File: config.mk
export PLATFORM = sky130hd
export DESIGN_NAME = imem_loader_flat
export DESIGN_NICKNAME = d
export VERILOG_FILES = /design/src/rtl/imem_loader_pkg.sv /design/src/rtl/imem_loader_if.sv /design/src/rtl/imem_loader_word_packer.sv /design/src/rtl/imem_loader.sv /design/src/flat_wrapper.sv
export SDC_FILE = /design/constraint.sdc
export NUM_CORES = 1
export LEC_CHECK = 0
export ABC_CLOCK_PERIOD_IN_PS = 4410
export CAP_MARGIN = 20
export CORE_UTILIZATION = 38
export CTS_BUF_LIST = sky130_fd_sc_hd__clkbuf_4 sky130_fd_sc_hd__clkbuf_8
export DETAILED_ROUTE_END_ITERATION = 8
export SKIP_LAST_GASP = 1
export SYNTH_ARGS = -nofsm -noshare
export SYNTH_HDL_FRONTEND = slang
export SYNTH_SLANG_ARGS = --single-unit
File: constraint.sdc
create_clock -name clock -period 4.41 [get_ports clock]
set_input_delay 1.1025 -clock clock [delete_from_list [all_inputs] [get_ports clock]]
set_output_delay 1.1025 -clock clock [all_outputs]
set_load 0.05 [all_outputs]
File: src/rtl/imem_loader_pkg.sv
// rtl/imem_loader_pkg.sv - shared types and constants for the instruction memory loader
package imem_loader_pkg;

    typedef enum logic [2:0] {
        ST_IDLE = 3'd0,
        ST_LEN  = 3'd1,
        ST_DATA = 3'd2,
        ST_CHK  = 3'd3,
        ST_DONE = 3'd4,
        ST_ERR  = 3'd5
    } state_t;

    typedef enum logic [1:0] {
        ERR_NONE    = 2'd0,
        ERR_LEN     = 2'd1,
        ERR_CHK     = 2'd2,
        ERR_TIMEOUT = 2'd3
    } err_code_t;

    localparam logic [7:0] LOADER_START_BYTE = 8'hA5;
    localparam int         BYTES_PER_WORD    = 4;

    // A frame length is usable when it is non-zero and fits the memory window.
    function automatic logic len_ok(input logic [7:0] len, input int max_words);
        return (len != 8'd0) && (int'({24'd0, len}) <= max_words);
    endfunction

endpackage

File: src/rtl/imem_loader_if.sv
// rtl/imem_loader_if.sv - byte stream in, instruction memory write port out
interface imem_loader_if #(
    parameter int ADDR_W = 16
);
    logic [7:0]        in_data;
    logic              in_valid;
    logic              in_ready;
    logic              wr_en;
    logic [ADDR_W-1:0] wr_addr;
    logic [31:0]       wr_data;

    // Source of the byte stream and observer of memory writes.
    modport master (
        output in_data, in_valid,
        input  in_ready, wr_en, wr_addr, wr_data
    );

    // The loader itself.
    modport slave (
        input  in_data, in_valid,
        output in_ready, wr_en, wr_addr, wr_data
    );
endinterface

File: src/rtl/imem_loader_word_packer.sv
// rtl/imem_loader_word_packer.sv - big-endian byte to 32-bit word assembler
module imem_loader_word_packer
    import imem_loader_pkg::*;
(
    input  logic        clock,
    input  logic        reset,
    input  logic        clear,
    input  logic        byte_valid,
    input  logic [7:0]  byte_data,
    output logic [31:0] word,
    output logic        word_valid
);

    logic [23:0] shift;
    logic [1:0]  count;

    // Shift accepted bytes in MSB-first; clear drops any partial word.
    always_ff @(posedge clock) begin
        if (reset || clear) begin
            shift <= '0;
            count <= '0;
        end else if (byte_valid) begin
            shift <= {shift[15:0], byte_data};
            count <= count + 2'd1;
        end
    end

    // The completing byte is merged combinationally so the word is ready the same cycle.
    assign word       = {shift, byte_data};
    assign word_valid = byte_valid && (count == 2'(BYTES_PER_WORD - 1));

endmodule

File: src/rtl/imem_loader.sv
// rtl/imem_loader.sv - framed byte stream loader for instruction memory
module imem_loader
    import imem_loader_pkg::*;
#(
    parameter int         ADDR_W         = 16,
    parameter int         MAX_WORDS      = 32,
    parameter int         TIMEOUT_CYCLES = 50000,
    parameter logic [7:0] START_BYTE     = LOADER_START_BYTE
)(
    input  logic           clock,
    input  logic           reset,
    imem_loader_if.slave   bus,
    input  logic           ack,
    output logic           cpu_hold,
    output logic           done,
    output logic           error,
    output logic [1:0]     err_code,
    output logic [5:0]     words_loaded
);

    localparam int TW = $clog2(TIMEOUT_CYCLES + 1);

    state_t       state;
    logic [7:0]   len_q;
    logic [7:0]   chk_q;
    logic [TW-1:0] timer;
    logic         accept;
    logic         active;
    logic         timeout_hit;
    logic         last_word;
    logic         pk_clear;
    logic         pk_valid;
    logic         word_valid;
    logic [31:0]  word;

    assign accept      = bus.in_valid && bus.in_ready;
    assign active      = (state == ST_LEN) || (state == ST_DATA) || (state == ST_CHK);
    // A byte arriving on the expiry cycle is processed instead of timing out.
    assign timeout_hit = active && !accept && (timer == TW'(TIMEOUT_CYCLES - 1));
    assign last_word   = (({2'b00, words_loaded} + 8'd1) == len_q);
    assign pk_clear    = (state != ST_DATA);
    assign pk_valid    = accept && (state == ST_DATA);

    imem_loader_word_packer u_packer (
        .clock      (clock),
        .reset      (reset),
        .clear      (pk_clear),
        .byte_valid (pk_valid),
        .byte_data  (bus.in_data),
        .word       (word),
        .word_valid (word_valid)
    );

    // Inter-byte idle counter, only meaningful while a frame is open.
    always_ff @(posedge clock) begin
        if (reset || !active || accept) begin
            timer <= '0;
        end else begin
            timer <= timer + 1'b1;
        end
    end

    // Frame sequencing, checksum and memory write strobe.
    always_ff @(posedge clock) begin
        if (reset) begin
            state        <= ST_IDLE;
            bus.in_ready <= 1'b1;
            bus.wr_en    <= 1'b0;
            bus.wr_addr  <= '0;
            bus.wr_data  <= '0;
            cpu_hold     <= 1'b0;
            done         <= 1'b0;
            error        <= 1'b0;
            err_code     <= ERR_NONE;
            words_loaded <= '0;
            len_q        <= '0;
            chk_q        <= '0;
        end else begin
            bus.wr_en <= 1'b0;
            if (timeout_hit) begin
                state        <= ST_ERR;
                error        <= 1'b1;
                err_code     <= ERR_TIMEOUT;
                bus.in_ready <= 1'b0;
            end else begin
                case (state)
                    ST_IDLE: begin
                        if (accept && (bus.in_data == START_BYTE)) begin
                            state        <= ST_LEN;
                            cpu_hold     <= 1'b1;
                            words_loaded <= '0;
                        end
                    end
                    ST_LEN: begin
                        if (accept) begin
                            if (!len_ok(bus.in_data, MAX_WORDS)) begin
                                state        <= ST_ERR;
                                error        <= 1'b1;
                                err_code     <= ERR_LEN;
                                bus.in_ready <= 1'b0;
                            end else begin
                                len_q <= bus.in_data;
                                chk_q <= '0;
                                state <= ST_DATA;
                            end
                        end
                    end
                    ST_DATA: begin
                        if (accept) begin
                            chk_q <= chk_q ^ bus.in_data;
                            if (word_valid) begin
                                bus.wr_en    <= 1'b1;
                                bus.wr_addr  <= ADDR_W'({words_loaded, 2'b00});
                                bus.wr_data  <= word;
                                words_loaded <= words_loaded + 6'd1;
                                if (last_word) begin
                                    state <= ST_CHK;
                                end
                            end
                        end
                    end
                    ST_CHK: begin
                        if (accept) begin
                            bus.in_ready <= 1'b0;
                            if (bus.in_data == chk_q) begin
                                state    <= ST_DONE;
                                done     <= 1'b1;
                                cpu_hold <= 1'b0;
                            end else begin
                                state    <= ST_ERR;
                                error    <= 1'b1;
                                err_code <= ERR_CHK;
                            end
                        end
                    end
                    ST_DONE: begin
                        if (ack) begin
                            state        <= ST_IDLE;
                            done         <= 1'b0;
                            bus.in_ready <= 1'b1;
                        end
                    end
                    ST_ERR: begin
                        if (ack) begin
                            state        <= ST_IDLE;
                            error        <= 1'b0;
                            err_code     <= ERR_NONE;
                            cpu_hold     <= 1'b0;
                            bus.in_ready <= 1'b1;
                        end
                    end
                    default: begin
                        state <= ST_IDLE;
                    end
                endcase
            end
        end
    end

endmodule

File: src/flat_wrapper.sv
// flat-port wrapper written by rule: the top's interface ports become plain ports
module imem_loader_flat import imem_loader_pkg::*;
#(
    parameter int         ADDR_W         = 16,
    parameter int         MAX_WORDS      = 32,
    parameter int         TIMEOUT_CYCLES = 50000,
    parameter logic [7:0] START_BYTE     = LOADER_START_BYTE
)
  (clock, reset, ack, cpu_hold, done, error, err_code, words_loaded, bus_in_data, bus_in_valid, bus_in_ready, bus_wr_en, bus_wr_addr, bus_wr_data);
  imem_loader_if #(.ADDR_W(ADDR_W)) bus_i ();
  input  logic clock;
  input  logic reset;
  input  logic ack;
  output logic cpu_hold;
  output logic done;
  output logic error;
  output logic [1:0] err_code;
  output logic [5:0] words_loaded;
  input wire logic [$bits(bus_i.in_data)-1:0] bus_in_data;
  input wire logic [$bits(bus_i.in_valid)-1:0] bus_in_valid;
  output wire logic [$bits(bus_i.in_ready)-1:0] bus_in_ready;
  output wire logic [$bits(bus_i.wr_en)-1:0] bus_wr_en;
  output wire logic [$bits(bus_i.wr_addr)-1:0] bus_wr_addr;
  output wire logic [$bits(bus_i.wr_data)-1:0] bus_wr_data;
  assign bus_i.in_data = bus_in_data;
  assign bus_i.in_valid = bus_in_valid;
  assign bus_in_ready = bus_i.in_ready;
  assign bus_wr_en = bus_i.wr_en;
  assign bus_wr_addr = bus_i.wr_addr;
  assign bus_wr_data = bus_i.wr_data;
  imem_loader #(.ADDR_W(ADDR_W), .MAX_WORDS(MAX_WORDS), .TIMEOUT_CYCLES(TIMEOUT_CYCLES), .START_BYTE(START_BYTE)) u_core (.clock(clock), .reset(reset), .bus(bus_i), .ack(ack), .cpu_hold(cpu_hold), .done(done), .error(error), .err_code(err_code), .words_loaded(words_loaded));
endmodule
## Yosys cells after proc, flatten, opt, wreduce, memory -nomap -nowiden

Cells that the tools add are included.

| cells by class | value |
|---|---|
| equal/unequal tests | 32 |
| bitwise operators | 4 |
| muxes and demuxes | 47 |
| $lt $le $gt $ge | 1 |
| reduce and logical (&&, ||, !) cells | 35 |
| $add $sub $neg | 4 |

Operators with widths:

| operator | count |
|---|---|
| 3-bit 2-to-1 mux | 9 |
| 8-bit 2-to-1 mux | 3 |
| 5-bit AND reduction | 4 |
| 1-bit 2-to-1 mux | 18 |
| 6-bit 2-to-1 mux | 3 |
| 3-bit by 1-bit inequality test with 1-bit output, second input constant | 6 |
| 16-bit by 1-bit adder with 16-bit output, second input constant | 1 |
| 16-bit equality test, second input constant | 1 |
| 8-bit equality test | 2 |
| 8-bit case mux with 2 select lines | 1 |
| 3-bit by 2-bit inequality test with 1-bit output, second input constant | 5 |
| 3-bit case mux with 5 select lines | 1 |
| 7-bit AND reduction | 2 |
| 2-bit 2-to-1 mux | 6 |
| 2-bit by 1-bit inequality test with 1-bit output, second input constant | 6 |
| 6-bit case mux with 2 select lines | 1 |
| 6-bit AND reduction | 2 |
| 2-bit inequality test, second input constant | 5 |
| 1-bit case mux with 3 select lines | 3 |
| 8-bit equality test, second input constant | 1 |
| 8-bit by 6-bit <= comparator with 1-bit output, second input constant | 1 |
| 4-bit AND reduction | 2 |
| 4-bit nonzero test | 2 |
| 8-bit nonzero test | 1 |
| other kinds (19) | 37 |

| word-level totals | value |
|---|---|
| output and inout port bits | 61 |
| word-level logic and storage cells | 139 |
| register bits | 112 |
| input port bits | 12 |

## Logic depth before layout (Yosys ltp)

Gate-level depths: netlist of run 1.

| depth | value |
|---|---|
| depth in word-level cells | 7 |
| mapped depth | 9 |
| mapped depth without buffers | 6 |

## Modules after synthesis

A second synthesis of run 1 with hierarchy kept.

| second synthesis, totals | value |
|---|---|
| cells, all modules | 577 |
| area, all modules | 5008.6 µm² |

Modules (own cells, without submodules):

| module | instances | cells each | area each (µm²) | seq. area each (µm²) |
|---|---|---|---|---|
| imem_loader | 1 | 482 | 3968.8 | 1721.7 |
| imem_loader_word_packer | 1 | 95 | 1039.7 | 520.5 |

## Worst setup path before layout of run 1

Ideal clock, no wire load.

| timing path | value |
|---|---|
| kind | in2reg |
| start | input bus_in_data[5] |
| end | register u_core.err_code[1] |
| data arrival time | 2582 ps |
| library setup time | 130 ps |
| path buffers | 1 |
| cell stages on the path | 6 |
| path slack | 1697 ps |
| required time | 4280 ps |
| path through | buf_6 nor2b_4 or4_4 or4_1 a41oi_1 o22ai_1 |

| between the ends | value |
|---|---|
| word-level cells in the longest chain between the ends | 4 |
| elaborated cells between the ends (all ways) | 7 |
| those cells by class | order compare (1); eq/ne (3); reduce/logical (3) |

RTL lines:

| item | RTL line | RTL |
|---|---|---|
| start: declaration | flat_wrapper.sv:19 | `input wire logic [$bits(bus_i.in_data)-1:0] bus_in_data;` |
| 8-bit by 6-bit <= comparator with 1-bit output or 8-bit nonzero test (tied branches) | imem_loader_pkg.sv:25 | `return (len != 8'd0) && (int'({24'd0, len}) <= max_words);` |
| 1-bit logical AND | imem_loader_pkg.sv:25 |  |
| 3-bit by 2-bit inequality test with 1-bit output (no source line) | n/a |  |
| 6-bit AND reduction (no source line) (*) | n/a |  |
| end signal: assignment | imem_loader.sv:74 | `err_code <= ERR_NONE;` |
| end signal: assignment | imem_loader.sv:83 | `err_code <= ERR_TIMEOUT;` |
| end signal: assignment | imem_loader.sv:99 | `err_code <= ERR_LEN;` |
| end: declaration | imem_loader.sv:17 | `output logic [1:0] err_code,` |

Every way passes the cells marked *; elsewhere a longest branch is shown, timed or not.
A chain may end at the register's enable or synchronous reset.

## Worst setup path after layout of run 1

| timing path | value |
|---|---|
| start | input bus_in_data[5] |
| end | register u_core.error |

| between the ends | value |
|---|---|
| word-level cells in the longest chain between the ends | 4 |
| elaborated cells between the ends (all ways) | 7 |
| those cells by class | order compare (1); eq/ne (3); reduce/logical (3) |

RTL lines:

| item | RTL line | RTL |
|---|---|---|
| 8-bit by 6-bit <= comparator with 1-bit output or 8-bit nonzero test (tied branches) | imem_loader_pkg.sv:25 |  |
| 1-bit logical AND | imem_loader_pkg.sv:25 |  |
| 3-bit by 2-bit inequality test with 1-bit output (no source line) | n/a |  |
| 6-bit AND reduction (no source line) (*) | n/a |  |
| end signal: assignment | imem_loader.sv:73 | `error <= 1'b0;` |
| end signal: assignment | imem_loader.sv:82 | `error <= 1'b1;` |
| end signal: assignment | imem_loader.sv:98 | `error <= 1'b1;` |
| end: declaration | imem_loader.sv:16 | `output logic error,` |

Marks and branches as above.

==> results of run 1 <==
## synthesized netlist by cell type, types with 5 or more instances
cell | n | area, sq um
sky130_fd_sc_hd__a21oi_1 | 87 | 435
sky130_fd_sc_hd__or3_1 | 9 | 56.3
sky130_fd_sc_hd__clkbuf_1 | 31 | 116
sky130_fd_sc_hd__o21ai_0 | 31 | 155
sky130_fd_sc_hd__and3_1 | 6 | 37.5
sky130_fd_sc_hd__xnor2_1 | 14 | 123
sky130_fd_sc_hd__xor2_1 | 13 | 114
sky130_fd_sc_hd__dfxtp_1 | 112 | 2240
sky130_fd_sc_hd__nand2_1 | 145 | 544
sky130_fd_sc_hd__nor3b_1 | 5 | 37.5
sky130_fd_sc_hd__nor3_1 | 9 | 45.0
sky130_fd_sc_hd__buf_4 | 11 | 82.6
sky130_fd_sc_hd__nand4_1 | 8 | 50.1
sky130_fd_sc_hd__buf_2 | 5 | 25.0
sky130_fd_sc_hd__nand3_1 | 19 | 95.1
sky130_fd_sc_hd__nor2b_1 | 5 | 31.3
sky130_fd_sc_hd__nor2_1 | 33 | 124
sky130_fd_sc_hd__inv_1 | 11 | 41.3
## metrics by stage
stage	instance area, sq um	worst slack (ps)	hold WS (ps)	util [%]
after global placement	5540	928	425	44.1
after global routing	5730	1200	478	45.6
after detailed placement	5540	918	437	44.1
after CTS	5730	1340	452	45.6
after floorplan	4920	1700	413	-
final	5730	1320	459	45.6
## layer usage
layer	part of all wire, %	up-vias
met4	1.5	0
met5	0	-
met1	49	2012
met2	45	121
li1	-	2156
met3	4.7	14
## power by group
part | internal [mW] | switching (mW)
logic | 0.0215 | 0.0686
clock network | 0.234 | 0.380
registers | 1.01 | 0.00134
## sequential cells by signal (all words and copies together) (netlist names)
register / flops
u_core.bus.wr_addr: 6
u_core.u_packer.count: 2
u_core.err_code: 2
u_core.u_packer.shift: 24
u_core.bus.in_ready: 1
u_core.bus.wr_en: 1
u_core.chk_q: 8
u_core.cpu_hold: 1
u_core.bus.wr_data: 32
u_core.error: 1
u_core.timer: 16
u_core.len_q: 8
u_core.state: 3
u_core.done: 1
u_core.words_loaded: 6
## cells by family (layout without fill, tap and decap cells)
group	Yosys count	in the layout
buf+inv	61	95
other cells	1	10
simple gates	260	260
xor+xnor	27	27
fa+ha+maj	3	3
compound gates	149	149
mux	1	1
flops	112	112
## worst reg2reg max path, cell delays in order, from the launching register on
cell,delay (ps)
sky130_fd_sc_hd__dfxtp_1,690
sky130_fd_sc_hd__or3b_1,710
sky130_fd_sc_hd__nor2_4,270
sky130_fd_sc_hd__and2_1,470
sky130_fd_sc_hd__buf_4,280
sky130_fd_sc_hd__nor2_1,50
sky130_fd_sc_hd__a211oi_1,200
## final timing paths
check / end / startpoint / cells after the start / slack (ps)
hold reg to reg: u_core.bus.wr_data[29] / u_core.u_packer.shift[21] / 2 / 460
setup reg to reg: u_core.words_loaded[0] / u_core.state[1] / 6 / 1650
setup / recovery: u_core.error / bus_in_data[5] / 6 / 1320
hold / removal: u_core.bus.wr_data[29] / u_core.u_packer.shift[21] / 2 / 460
## cell type report
| class | instances | area, sq um |
|---|---|---|
| tap | 172 | 215 |
| sequential | 112 | 2240 |
| clock buffer | 10 | 138 |
| clock inverter | 6 | 56.3 |
| fill | 1320 | 6840 |
| timing repair buffer | 68 | 661 |
| inverter | 11 | 41.3 |
| multi-input combinational | 450 | 2380 |
==> qor.csv, run 1 <==
metric,value,unit
run_status,"complete, no violations",
cts_buffers,9,
detail_route.drc_violations,0,
stdcell_count,829,
port-buffer-count,62,
synth-edff-count,0,
insertedDiodeCount,0,
dp.final_hpwl,8570,microns
detail-route-antenna-nets,0,
critPathMaxFanout,10,
post_cts.resized_instances,0,
first_pass_grt_wire_length,19800,microns
worst_ir_drop_vdd,161,uV
critPathMaxStageDelay,640,ps
wl_per_cell,14.8,microns
synth_cell_types,60,
drt_pass1_iterations,5,
fin_setup_tns,0,ps
synth.yosys.warnings,0,
gr-usage-met3,2.95,%
initial_antenna_violation_count,0,
first_iter_violations,278,
postCtsHoldBufs,0,
synth_compound_area_share,17.6,%
synth-adder-area-share,0.768,%
grt_start_max_net_pins,69,
timing.final.max_slew_violations,0,
grt_overflow,0,
postRouteWirelength,12200,microns
io-pin-count,73,
arrival,3380,ps
max_freq,0.323,GHz
tritoncts,done,
cts_setup_buffers,0,
finalNetCount,667,
postSynthCellCount,614,
floorplan.core_area,12600,sq um
startpoint_type,input pin,
yosys_most_used_dff,sky130_fd_sc_hd__dfxtp_1,
grtUsageMet1,26.4,%
maximum_level_of_the_cts_h_tree,3,
critical_path.top_delay_family,compound AO/OA/AOI/OAI gates,
gpl.final_weighted_congestion,0.823,
flip_flop_and_latch_count_after_synthesis,112,
setup_violations,0,
largest_family_of_logic_cells_by_synthesized_area,simple AND/OR/NAND/NOR gates,
grt.busiest_layer,met2,
drive_gt1_share,5.02,%
synth_area,4890,sq um
count_of_max_cap_constraint_violations,0,
via_per_inst,5.19,
die_area,13300,sq um
crit_path_class,input pin to flip-flop,
p_per_area,300,nW/um^2
power,1.72,mW
p_leak,1.82,nW
clk_transition_reported_paths,100,ps
crit_slowest_cell,sky130_fd_sc_hd__clkdlybuf4s50_1,
synth-simple-area-share,24.5,%
ys_async_sr_fraction,0,%
hold_viol,0,
first_global_vias,3916,
rsz_0062_raised_after_global_routing,no,
gr-usage-all-layers,19.0,%
floorplan.die.width,115,microns
syn2layout_area_growth,17.3,%
cp_cell_sequence,"clkdlybuf4s50_1, nor2b_4, or4_4, o41ai_2, a21boi_1, o311a_1",
hold_path.class,flip-flop to flip-flop,
gr-usage-met2,29.6,%
yosysSeqAreaShare,45.9,%
synth.area.mux_share,0.230,%
final_min_period_over_clock_period,70.1,%
clock_skew,17.2,ps
placed_cells,813,
clock-root-buffer,sky130_fd_sc_hd__clkbuf_8,
cp.buffers_inverters,1,
tightestPinTransition,957,ps
timing.max_slew.rel_slack,35.7,%
numClockSinks,112,
commonest_non_fill_non_tap_cell_in_the_layout,sky130_fd_sc_hd__nand2_1,
routed-via-count,4303,
clk_path_buf_depth,2,
period_needed,3090,ps
critical_path.endpoint_type,flip-flop,
rows,41,
worstPathRequired,4690,ps
clock_insertion_delay_worst_skew,390,ps
layout.cells.most_common_list,"sky130_fd_sc_hd__nand2_1 (145), sky130_fd_sc_hd__dfxtp_1 (112), sky130_fd_sc_hd__a21oi_1 (87)",
xor_and_xnor_fraction_of_the_mapped_netlist_area,4.84,%
synthesis.area_per_instance,7.96,sq um
die_span_y,115,microns
initial_core_util,38.9,%
Note: power is estimated with default switching activity, not from simulation.
==> run 2, diff against run 1 <==
ABC_CLOCK_PERIOD_IN_PS = 2800   (was 4410)
clock period = 2.8 ns   (was 4.41 ns; I/O delays follow)
==> run 2 against run 1 <==
  * First-iteration DRC count grew 15%
  * Clock power increased by 58%
  * Clock skew is 4.4 ps lower
  * Worst hold slack got worse by 14 ps
  * Flip-flop and latch count unchanged
  * Cell area increased by 3.8%
  * Worst setup slack lost 1100 ps
  * Register-to-register slack lost 1100 ps
  * Sequential power increased by 57%
  * Non-clock buffer count increased by 25
  * Power rose by 58%
==> qor.csv, run 2 (same netlist as run 1, synthesis figures left out) <==
metric,value,unit,change
p_leak,1.96,nW,+7.5%
fin_setup_tns,0,ps,unchanged
clock_insertion_delay_worst_skew,390,ps,about the same
largest_reg_flops,32,,unchanged
timing.max_slew.rel_slack,51.4,%,+16 points
cts_setup_buffers,0,,unchanged
gr-usage-all-layers,19.5,%,+0.46 points
setup_violations,0,,unchanged
gpl.final_weighted_congestion,0.891,,+8.3%
io-pin-count,73,,unchanged
port-buffer-count,62,,unchanged
worst_slack,247,ps,-1070 ps
dp.final_hpwl,8910,microns,+3.9%
detail_route.drc_violations,0,,unchanged
tightestPinTransition,729,ps,-228 ps
worstPathRequired,2100,ps,-2590 ps
first_global_vias,3984,,+1.7%
rsz_0062_raised_after_global_routing,no,,
first_pass_grt_wire_length,20100,microns,+1.9%
layout.cells.most_common_list,"sky130_fd_sc_hd__nand2_1 (145), sky130_fd_sc_hd__dfxtp_1 (112), sky130_fd_sc_hd__a21oi_1 (87)",,
commonest_non_fill_non_tap_cell_in_the_layout,sky130_fd_sc_hd__nand2_1,,
run_status,"complete, no violations",,
die_area,13300,sq um,unchanged
cp.buffers_inverters,1,,unchanged
reg_top3,"u_core.bus.wr_data x32, u_core.u_packer.shift x24, u_core.timer x16",,
drive_gt1_share,8.50,%,+3.5 points
worst_ir_drop_vdd,200,uV,+24%
routed-via-count,4431,,+3.0%
via_per_inst,5.19,,about the same
period_needed,2550,ps,
crit-reg2reg-launch,u_core.words_loaded[0],,
first_iter_violations,319,,+15%
critPathMaxFanout,12,,+2
floorplan.core_area,12600,sq um,unchanged
clock_skew,12.8,ps,-4.41 ps
tritoncts,done,,
startpoint_type,flip-flop,,
arrival,1850,ps,-1530 ps
crit_slowest_cell,sky130_fd_sc_hd__clkdlybuf4s50_1,,
drt_pass1_iterations,5,,unchanged
clock-root-buffer,sky130_fd_sc_hd__clkbuf_8,,
initial_core_util,38.9,%,unchanged
detail-route-antenna-nets,0,,unchanged
numClockSinks,112,,unchanged
grt_overflow,0,,unchanged
fillers,1272,,-3.6%
clk_transition_reported_paths,110,ps,about the same
cp-startpoint,u_core.words_loaded[2],,
timing.hold.worst.start,u_core.timer[0],,
dpl_worst_slack,5.10,ps,-913 ps
p_per_area,457,nW/um^2,+53%
count_of_max_cap_constraint_violations,0,,unchanged
timing.final.max_slew_violations,0,,unchanged
post_cts.resized_instances,0,,unchanged
crit_path_class,flip-flop to output pin,,
critical_path.endpoint_type,output pin,,
clk_path_buf_depth,2,,unchanged
maximum_level_of_the_cts_h_tree,3,,unchanged
critPathMaxStageDelay,880,ps,+240 ps
syn2layout_area_growth,21.8,%,
postRouteWirelength,12600,microns,+3.0%
hold_path.class,flip-flop to flip-flop,,
grt_start_max_net_pins,69,,unchanged
finalNetCount,692,,+3.7%
cts_buffers,9,,unchanged
rows,41,,unchanged
die_span_y,115,microns,unchanged
final_min_period_over_clock_period,91.2,%,
postCtsHoldBufs,0,,unchanged
max_flop_register,u_core.bus.wr_data,,
floorplan.die.width,115,microns,unchanged
insertedDiodeCount,0,,unchanged
wl_per_cell,14.8,microns,about the same
hold_viol,0,,unchanged
max_freq,0.392,GHz,
cp_cell_sequence,clkdlybuf4s50_1,,
critical_path.top_delay_family,buffers and inverters,,
initial_antenna_violation_count,0,,unchanged
## run 2: through the flow
step           total power, mW  instances  hold slack [ps]  area [sq um]  util [%]
2_1_floorplan             1.74        623              413          4920         -
3_3_place_gp              1.78        838              425          5750      45.8
3_5_place_dp              1.79        838              434          5750      45.8
4_1_cts                   2.74        854              449          5950      47.3
5_1_grt                   2.82        854              476          5950      47.3
6_report                  2.72        854              446          5950      47.3
## run 2: metal layers
layer / vias up / share of wire [%] / track usage (%)
met3: 11 / 5.8 / 3.27
met5: - / 0 / 0
li1: 2205 / - / -
met2: 146 / 45 / 30.0
met1: 2069 / 48 / 27.4
met4: 0 / 1.4 / 7.01
## run 2: layout make-up
cell class	count	area, sq um	share of cell area [%]
well taps	172	215	3.62
flip-flops and latches	112	2240	37.7
clock buffers	11	151	2.54
repair buffers	93	873	14.7
multi-input cells	450	2380	40.0
inverters	11	41.3	0.694
clock inverters	5	47.5	0.799
## run 2: final timing paths
check / to / slack, ps / depth (start not counted)
max: words_loaded[2] / 250 / 1
min: u_core.timer[0] / 450 / 1
max reg2reg: u_core.state[0] / 540 / 6
min reg2reg: u_core.timer[0] / 450 / 1
## run 2: power breakdown
part	leakage, nW	internal, mW	switching (mW)	total (mW)
sequential	0.902	1.59	0.00143	1.59
clock	0.0996	0.389	0.582	0.971
combinational	0.958	0.0450	0.110	0.155
